## src/rtl/core_scheduler.sv

```systemverilog
// Per-core instruction sequencer: FETCH/DECODE/REQUEST/WAIT/EXECUTE/UPDATE, owns the core PC.
// Optional WAIT-state watchdog enabled by defining SCHED_WATCHDOG_EN.
module core_scheduler #(
  parameter int unsigned THREADS     = 4,
  parameter int unsigned PC_BITS     = 8,
  parameter int unsigned WDOG_CYCLES = 255
) (
  input  logic                       clk,
  input  logic                       reset,
  input  logic                       start,
  input  logic [THREADS-1:0]         thread_enable,
  input  logic                       fetch_valid,
  input  logic                       decoded_mem_read_enable,
  input  logic                       decoded_mem_write_enable,
  input  logic                       decoded_ret,
  input  logic [THREADS-1:0]         lsu_busy,
  input  logic [THREADS*PC_BITS-1:0] next_pc,
  output logic [2:0]                 core_state,
  output logic [PC_BITS-1:0]         current_pc,
  output logic                       done,
  output logic                       diverged,
  output logic                       watchdog_error
);

  typedef enum logic [2:0] {
    S_IDLE    = 3'b000,
    S_FETCH   = 3'b001,
    S_DECODE  = 3'b010,
    S_REQUEST = 3'b011,
    S_WAIT    = 3'b100,
    S_EXECUTE = 3'b101,
    S_UPDATE  = 3'b110,
    S_DONE    = 3'b111
  } state_t;

  state_t               state, state_next;
  logic [THREADS-1:0]   mask, mask_next;
  logic [PC_BITS-1:0]   pc_next;
  logic                 done_next;
  logic                 diverged_next;
  logic                 busy;
  logic [PC_BITS-1:0]   sel_pc;
  logic                 sel_found;
  logic                 pc_mismatch;

  // Memory-op flags are consumed by the LSUs; every instruction passes through WAIT anyway.
  logic unused_decode;
  assign unused_decode = decoded_mem_read_enable ^ decoded_mem_write_enable;

  assign busy       = |(lsu_busy & mask);
  assign core_state = 3'(state);

`ifdef SCHED_WATCHDOG_EN
  localparam int unsigned CNT_RAW  = $clog2(WDOG_CYCLES + 1);
  localparam int unsigned CNT_BITS = (CNT_RAW < 8) ? 8 : ((CNT_RAW > 32) ? 32 : CNT_RAW);

  logic [CNT_BITS-1:0] wait_cnt, wait_cnt_next, wait_cnt_inc;
  logic                wdog_next;

  assign wait_cnt_inc = wait_cnt + CNT_BITS'(1);
`endif

  // Lowest-index enabled thread supplies the PC; any other enabled thread disagreeing flags divergence.
  always_comb begin
    sel_pc      = '0;
    sel_found   = 1'b0;
    pc_mismatch = 1'b0;
    for (int i = 0; i < THREADS; i++) begin
      if (mask[i] && !sel_found) begin
        sel_pc    = next_pc[i*PC_BITS +: PC_BITS];
        sel_found = 1'b1;
      end
    end
    for (int i = 0; i < THREADS; i++) begin
      if (mask[i] && (next_pc[i*PC_BITS +: PC_BITS] != sel_pc)) pc_mismatch = 1'b1;
    end
  end

  always_comb begin
    state_next    = state;
    mask_next     = mask;
    pc_next       = current_pc;
    done_next     = done;
    diverged_next = diverged;
`ifdef SCHED_WATCHDOG_EN
    wait_cnt_next = wait_cnt;
    wdog_next     = watchdog_error;
`endif
    case (state)
      S_IDLE: begin
        if (start) begin
          mask_next     = thread_enable;
          diverged_next = 1'b0;
          pc_next       = '0;
`ifdef SCHED_WATCHDOG_EN
          wdog_next     = 1'b0;
`endif
          if (thread_enable == '0) begin
            state_next = S_DONE;
            done_next  = 1'b1;
          end else begin
            state_next = S_FETCH;
            done_next  = 1'b0;
          end
        end
      end
      S_FETCH:   if (fetch_valid) state_next = S_DECODE;
      S_DECODE:  state_next = S_REQUEST;
      S_REQUEST: begin
        state_next = S_WAIT;
`ifdef SCHED_WATCHDOG_EN
        wait_cnt_next = '0;
`endif
      end
      S_WAIT: begin
`ifdef SCHED_WATCHDOG_EN
        wait_cnt_next = wait_cnt_inc;
        // A release on the same cycle the limit is hit wins over the timeout.
        if (!busy) begin
          state_next = S_EXECUTE;
        end else if (wait_cnt_inc == CNT_BITS'(WDOG_CYCLES)) begin
          state_next = S_DONE;
          done_next  = 1'b1;
          wdog_next  = 1'b1;
        end
`else
        if (!busy) state_next = S_EXECUTE;
`endif
      end
      S_EXECUTE: state_next = S_UPDATE;
      S_UPDATE: begin
        if (decoded_ret) begin
          state_next = S_DONE;
          done_next  = 1'b1;
        end else begin
          state_next = S_FETCH;
          pc_next    = sel_pc;
          if (pc_mismatch) diverged_next = 1'b1;
        end
      end
      S_DONE: begin
        done_next = 1'b1;
        if (!start) begin
          state_next = S_IDLE;
          done_next  = 1'b0;
        end
      end
      default: state_next = S_IDLE;
    endcase
  end

  always_ff @(posedge clk or posedge reset) begin
    if (reset) begin
      state      <= S_IDLE;
      mask       <= '0;
      current_pc <= '0;
      done       <= 1'b0;
      diverged   <= 1'b0;
    end else begin
      state      <= state_next;
      mask       <= mask_next;
      current_pc <= pc_next;
      done       <= done_next;
      diverged   <= diverged_next;
    end
  end

`ifdef SCHED_WATCHDOG_EN
  always_ff @(posedge clk or posedge reset) begin
    if (reset) begin
      wait_cnt       <= '0;
      watchdog_error <= 1'b0;
    end else begin
      wait_cnt       <= wait_cnt_next;
      watchdog_error <= wdog_next;
    end
  end
`else
  assign watchdog_error = 1'b0;
`endif

endmodule

```

## config.mk

```make
export PLATFORM = sky130hd
export DESIGN_NAME = core_scheduler
export DESIGN_NICKNAME = d
export VERILOG_FILES = /design/src/rtl/core_scheduler.sv
export SDC_FILE = /design/constraint.sdc
export NUM_CORES = 1
export LEC_CHECK = 0
export ABC_CLOCK_PERIOD_IN_PS = 2700
export CORE_MARGIN = 3
export CORE_UTILIZATION = 47
export DETAILED_ROUTE_END_ITERATION = 7
export HOLD_SLACK_MARGIN = 0.1
export PLACE_DENSITY = 0.79
export SETUP_SLACK_MARGIN = 0.1
export SYNTH_ARGS = -nofsm -noshare
export SYNTH_HDL_FRONTEND = slang
export SYNTH_SLANG_ARGS = --single-unit
```

## constraint.sdc

```tcl
create_clock -name clk -period 2.7 [get_ports clk]
set_input_delay 0.27 -clock clk [delete_from_list [all_inputs] [get_ports clk]]
set_output_delay 0.27 -clock clk [all_outputs]
set_load 0.02 [all_outputs]
```

* After elaboration in Yosys (flattened, before gate mapping)
Cells that the tools add are included.
** Storage, ports and cells
- Flip-flop bits (word level) :: 17
- Bits in latches :: 0
- Memory bits (writable) :: 0
- Bits in read-only memories :: 0
- Bits of input ports :: 47
- Output and inout port bits :: 14
- Logic and storage cells :: 74
- Memories kept :: 0
** Operators by class
- Add/subtract/negate cells :: 0
- Multipliers :: 0
- Divide/modulo/power cells :: 0
- $lt $le $gt $ge :: 0
- Equal/unequal tests :: 18
- Shift operators :: 0
- Mux-type cells :: 30
- Bitwise logic cells :: 1
- Reductions and logical operators :: 20
** Operators by type and width (number)
- $mux W8 :: 6
- $ne A8 B8 Y1 :: 4
- $pmux W3 S8 :: 1
- $mux W3 :: 6
- $pmux W8 S2 :: 1
- $mux W1 :: 14
- $ne A2 B2 Y1 const B :: 7
- $eq A3 B3 Y1 const B :: 4
- $reduce_and A4 Y1 :: 2
- $logic_and A1 B1 Y1 :: 7
- $eq A3 B2 Y1 const B :: 2
- $reduce_and A3 Y1 :: 2
- $and A4 B4 Y4 :: 1
- $logic_not A4 Y1 :: 1
- $reduce_or A4 Y1 :: 1
- $eq A3 B1 Y1 const B :: 1
- $logic_not A1 Y1 :: 3
- $logic_not A3 Y1 :: 1
- $pmux W1 S3 :: 1
- $reduce_bool A3 Y1 :: 1
- $pmux W1 S2 :: 1
- $reduce_and A2 Y1 :: 1
- $reduce_bool A2 Y1 :: 1

* Logic depth before layout (Yosys ltp)
- Word-level depth :: 19
- Mapped depth :: 9
- Depth with buffers taken out :: 6

* Worst setup path before layout
No wires, ideal clock.
- Path kind :: reg2reg
- From :: register mask[2]
- To :: register diverged
- Library setup time :: 0.138 ns
- Data arrival time :: 1.767 ns
- Required time :: 2.562 ns
- Path slack :: 0.795 ns
- Cell stages (with the launch flop) :: 8
- Path buffers :: 1
- Period minus slack after synthesis :: 1.905 ns
- Cell sequence :: dfrtp_1 > buf_6 > nand3b_1 > a211oi_2 > xnor2_1 > nand4_1 > o41ai_2 > a31oi_1
** Between the ends
- Longest elaborated chain between the ends :: 13
- Elaborated cells between the ends (all ways) :: 20
- Those cells by class :: 5 x eq/ne; 7 x mux; 8 x reduce/logical
** RTL lines
- start: declaration :: RTL line 37 : logic [THREADS-1:0] mask, mask_next;
- start signal: assignment :: RTL line 161 : mask <= mask_next;
- $logic_and A1 B1 Y1 :: RTL line 69 : if (mask[i] && !sel_found) begin
- $mux W1 :: RTL line 69
- $logic_not A1 Y1 :: RTL line 69
- $logic_and A1 B1 Y1 :: RTL line 69
- $mux W8 :: RTL line 69
- $ne A8 B8 Y1 :: RTL line 75 : if (mask[i] && (next_pc[i*PC_BITS +: PC_BITS] != sel_pc)) pc_mismatch = 1'b1;
- $logic_and A1 B1 Y1 :: RTL line 75
- $mux W1 (3 in series) :: RTL line 75
- $mux W1 (*) :: RTL line 75
- $ne A2 B2 Y1 (no source line) (*)
- $reduce_and A4 Y1 (no source line) (*)
- end signal: assignment :: RTL line 164 : diverged <= diverged_next;
- end: declaration :: RTL line 21 : output logic diverged,
Mark *: on every way between the ends. The rest lies on a longest branch, timed or not.
A chain may end at the register's enable or synchronous reset.

* Worst setup path after layout
Same ends and word-level chain as after synthesis.

==> PnR_summary.wiki <==
{| class="wikitable"
! Metric !! Value
|-
| Share of Yosys cell area claimed by the top area cell type || 22.4%
|-
| Area growth, synth to finish || 31.0%
|-
| Share of synthesized area occupied by flip-flops and latches || 22.4%
|-
| Net count after synthesis || 266
|-
| Vias in the first global route || 1896
|-
| Adder-Cell Fraction of Synth Area || 0%
|-
| Synthesized cell area || 1900 um2
|-
| Critical Path Fanout Max || 13
|-
| Core area || 3770 um2
|-
| Post-detailed-route DRC marker count || 0
|-
| Setup Fix Bufs, Post-CTS || 0
|-
| Static leakage || between 0.9 and 1 nW
|-
| Count of synthesis-stage warnings from yosys || 0
|-
| Count of port buffers added during placement || 57
|-
| Final min period || approximately 2.4 ns
|-
| H-tree levels || 1
|-
| Filler cell count in the final layout || about 330
|-
| Cell Count Post-Placement || 310
|-
| Final routed wire length divided by cell count || 16.5 um
|-
| Buffers from clock root to sink, at most || 2
|-
| Detailed Route WL || 5.19 mm
|-
| Overall power consumption || ~2.5 mW
|-
| Clock sink total || 17
|-
| Number of enable-type register cells in the synthesized netlist || 0
|-
| Max_cap viols || 0
|-
| Total number of vias || 1876
|-
| Actual slew at the worst max-slew pin || between 0.6 and 0.7 ns
|-
| Cell at the root of the clock tree || clkbuf_8
|-
| Family with the most delay on the worst path || compound AO/OA/AOI/OAI gates
|-
| Post-Syn Area per Cell || 8.67 um2
|-
| Post-synthesis share of cell area spent on xor and xnor gates || under 10%
|-
| GPL Wtd Cong || around 0.88
|-
| Multiplexer fraction of the synthesized cell area || 2.90%
|-
| DIE HEIGHT || 69.6 um
|-
| Largest net degree at the start of global routing || 34
|-
| CP max stage cell || dfrtp_1
|-
| Achievable clock frequency || between 400 and 500 MHz
|-
| Worst-case vdd ir drop || 0.708 mV
|-
| Synth top area cells || dfrtp_1 (22%), xnor2_1 (7.4%), a21oi_1 (4.2%)
|-
| Starting DRC count in detailed routing || 167
|-
| Buffering stage count on the worst path with inverters included || 1
|-
| Number of CTS-inserted buffers || 3
|-
| Async set-reset flop share out of synthesis || 100%
|-
| Top-level port count || 61
|-
| Final sum of negative setup slack || 0 ns
|-
| Clock edge transition at the registers on the reported setup and hold paths || 0.07 ns
|-
| Setup repair after global routing missed its margin || false
|-
| Final Cycle Share || approximately 88%
|-
| Required time of the critical path || 2.82 ns
|-
| Total number of placement rows || 22
|-
| Final Hold Fails || 0
|-
| Arrival time reported for the critical path endpoint || roughly 2.5 ns
|-
| GRT Residual Overflow || 0
|-
| Total number of nets in the final design || 314
|-
| Clock network latency to the later pin of the worst-skew pair || 0.25 ns
|-
| Crit end category || register
|-
| Die area || 4840 um2
|-
| Hold Worst Slack || 0.412 ns
|-
| Most common cell in the synthesized netlist || nand2_1
|-
| Simple-gate portion of the synthesized area || about a quarter
|-
| Class of the tightest hold or removal check || in2async
|-
| Antenna cell count || 0
|-
| Antenna violations before repair || 0
|-
| Final count of negative-setup-slack endpoints || 0
|-
| Headroom to the max-slew limit || 55.0%
|-
| Cell type contributing the most total cell area after synthesis || dfrtp_1
|-
| Die boundary width || approximately 70 um
|-
| Starting utilization of the core area || 50.3%
|-
| Fraction of final layout cells sized beyond drive strength 1 || 11.7%
|-
| Critical path cell sequence || buf_4 > nand3b_1 > a311o_1 > a21boi_1 > o22ai_1 > o41ai_2 > a31oi_1
|-
| #FFs+latches synth || 17
|-
| Antenna violation net count after detailed routing || 0
|-
| Startpoint Class || register
|-
| Global-route wire length before repair || between 8 and 9 mm
|-
| Distinct cell type count after synthesis || 66
|-
| Critical path start-end classification || reg2reg
|-
| Slew Viols, Final || 0
|-
| Top flip-flop cell by instance count after synthesis || dfrtp_1
|-
| Largest family of logic cells by synthesized area || compound AO/OA/AOI/OAI gates
|-
| Cell types with the highest counts after synthesis || nand2_1 (18), dfrtp_1 (17), a21oi_1 (16), xnor2_1 (16), nor2b_1 (10)
|-
| Highest cell delay on the worst timing path || around 0.59 ns
|-
| Half-perimeter wire length of the detailed placement result || 3.83 mm
|-
| CTS tree || built
|-
| Run status || finished clean
|-
| Post-layout instance count excluding filler cells || 314
|-
| Synthesized netlist cell count || 219
|-
| Fin Clk Skew || 0.00194 ns
|-
| DRT Pass-1 Iters || 4
|-
| Area fraction in compound gates after synthesis || 30.7%
|-
| GRT Util Overall || 22.2%
|-
| Cts hold-fix bufs || 0
|-
| # resized after CTS || 0
|-
| Per-cell via count in the routed design || ~6
|-
| PD cells || between 1000 and 1500 nW/um2
|}
## per-stage QoR
step | util [%] | area, um2 | setup slack, ns
after floorplan | - | 1900 | 0.795
after global placement | 64.8 | 2440 | 0.381
after detailed placement | 64.8 | 2440 | 0.333
after CTS | 66.0 | 2490 | 0.340
after global routing | 66.0 | 2490 | 0.122
final | 66.0 | 2490 | 0.320
## routing by layer
metal	wire length, um	track usage [%]	vias to the layer above
met3	371	5.36	2
met1	2270	30.6	889
met2	2530	35.5	77
li1	-	-	908
met4	19	4.34	0
met5	0	0	-
## cells in the final DEF (no fill, tap or decap), types with 4 or more instances in the layout
cell	n
nor2_1	8
mux2_2	4
nand3b_1	7
xnor2_1	16
nor4_1	6
clkdlybuf4s50_1	57
nand2b_1	4
nand2_1	18
o211ai_1	4
a22o_1	4
and3_1	4
nor3_1	4
inv_1	8
dfrtp_1	17
nor2b_1	10
a211oi_1	4
a21oi_1	16
## logic make-up after synthesis
kind of cell | count (synthesis)
simple gates | 80
xor+xnor | 19
other cells | 1
compound gates | 70
mux | 5
flops | 17
buf+inv | 27
## power by group
group / internal, mW / switching, mW / total [mW] / leakage [nW]
Clock: 0.105 / 0.0897 / 0.194 / 0.0228
Combinational: 0.841 / 0.921 / 1.76 / 0.703
Sequential: 0.374 / 0.185 / 0.559 / 0.212
Total: 1.32 / 1.20 / 2.52 / 0.938
## final timing paths
path / from / endpoint / slack (ns) / depth (start not counted)
worst max-delay path: mask[2] / diverged / 0.32 / 7
worst min-delay path: reset / current_pc[1] / 0.41 / 2
worst max register to register: mask[2] / diverged / 0.32 / 7
worst min register to register: current_pc[3] / current_pc[3] / 0.51 / 1
max in group asynchronous: reset / current_pc[4] / 1.86 / 2
min in group clk: current_pc[3] / current_pc[3] / 0.51 / 1
## cell type report
cell class	instances	area, um2	share of cell area [%]
Sequential cell	17	425	17.1
Inverter	9	33.8	1.36
Timing Repair Buffer	61	613	24.6
Tap cell	48	60.1	2.41
Clock buffer	4	45.0	1.81
Multi-Input combinational cell	175	1310	52.7
## worst register-to-register path, stage by stage, from the launching register on
cell and delay [ns]:
dfrtp_1 0.59, buf_4 0.32, nand3b_1 0.22, a311o_1 0.42, a21boi_1 0.16, o22ai_1 0.13
o41ai_2 0.29, a31oi_1 0.12
## flip-flops by register name (all words and copies together), names as in the netlist
| name | count |
|---|---|
| done | 1 |
| core_state | 3 |
| diverged | 1 |
| current_pc | 8 |
| mask | 4 |
No activity file was read; power rests on OpenSTA's default activity.
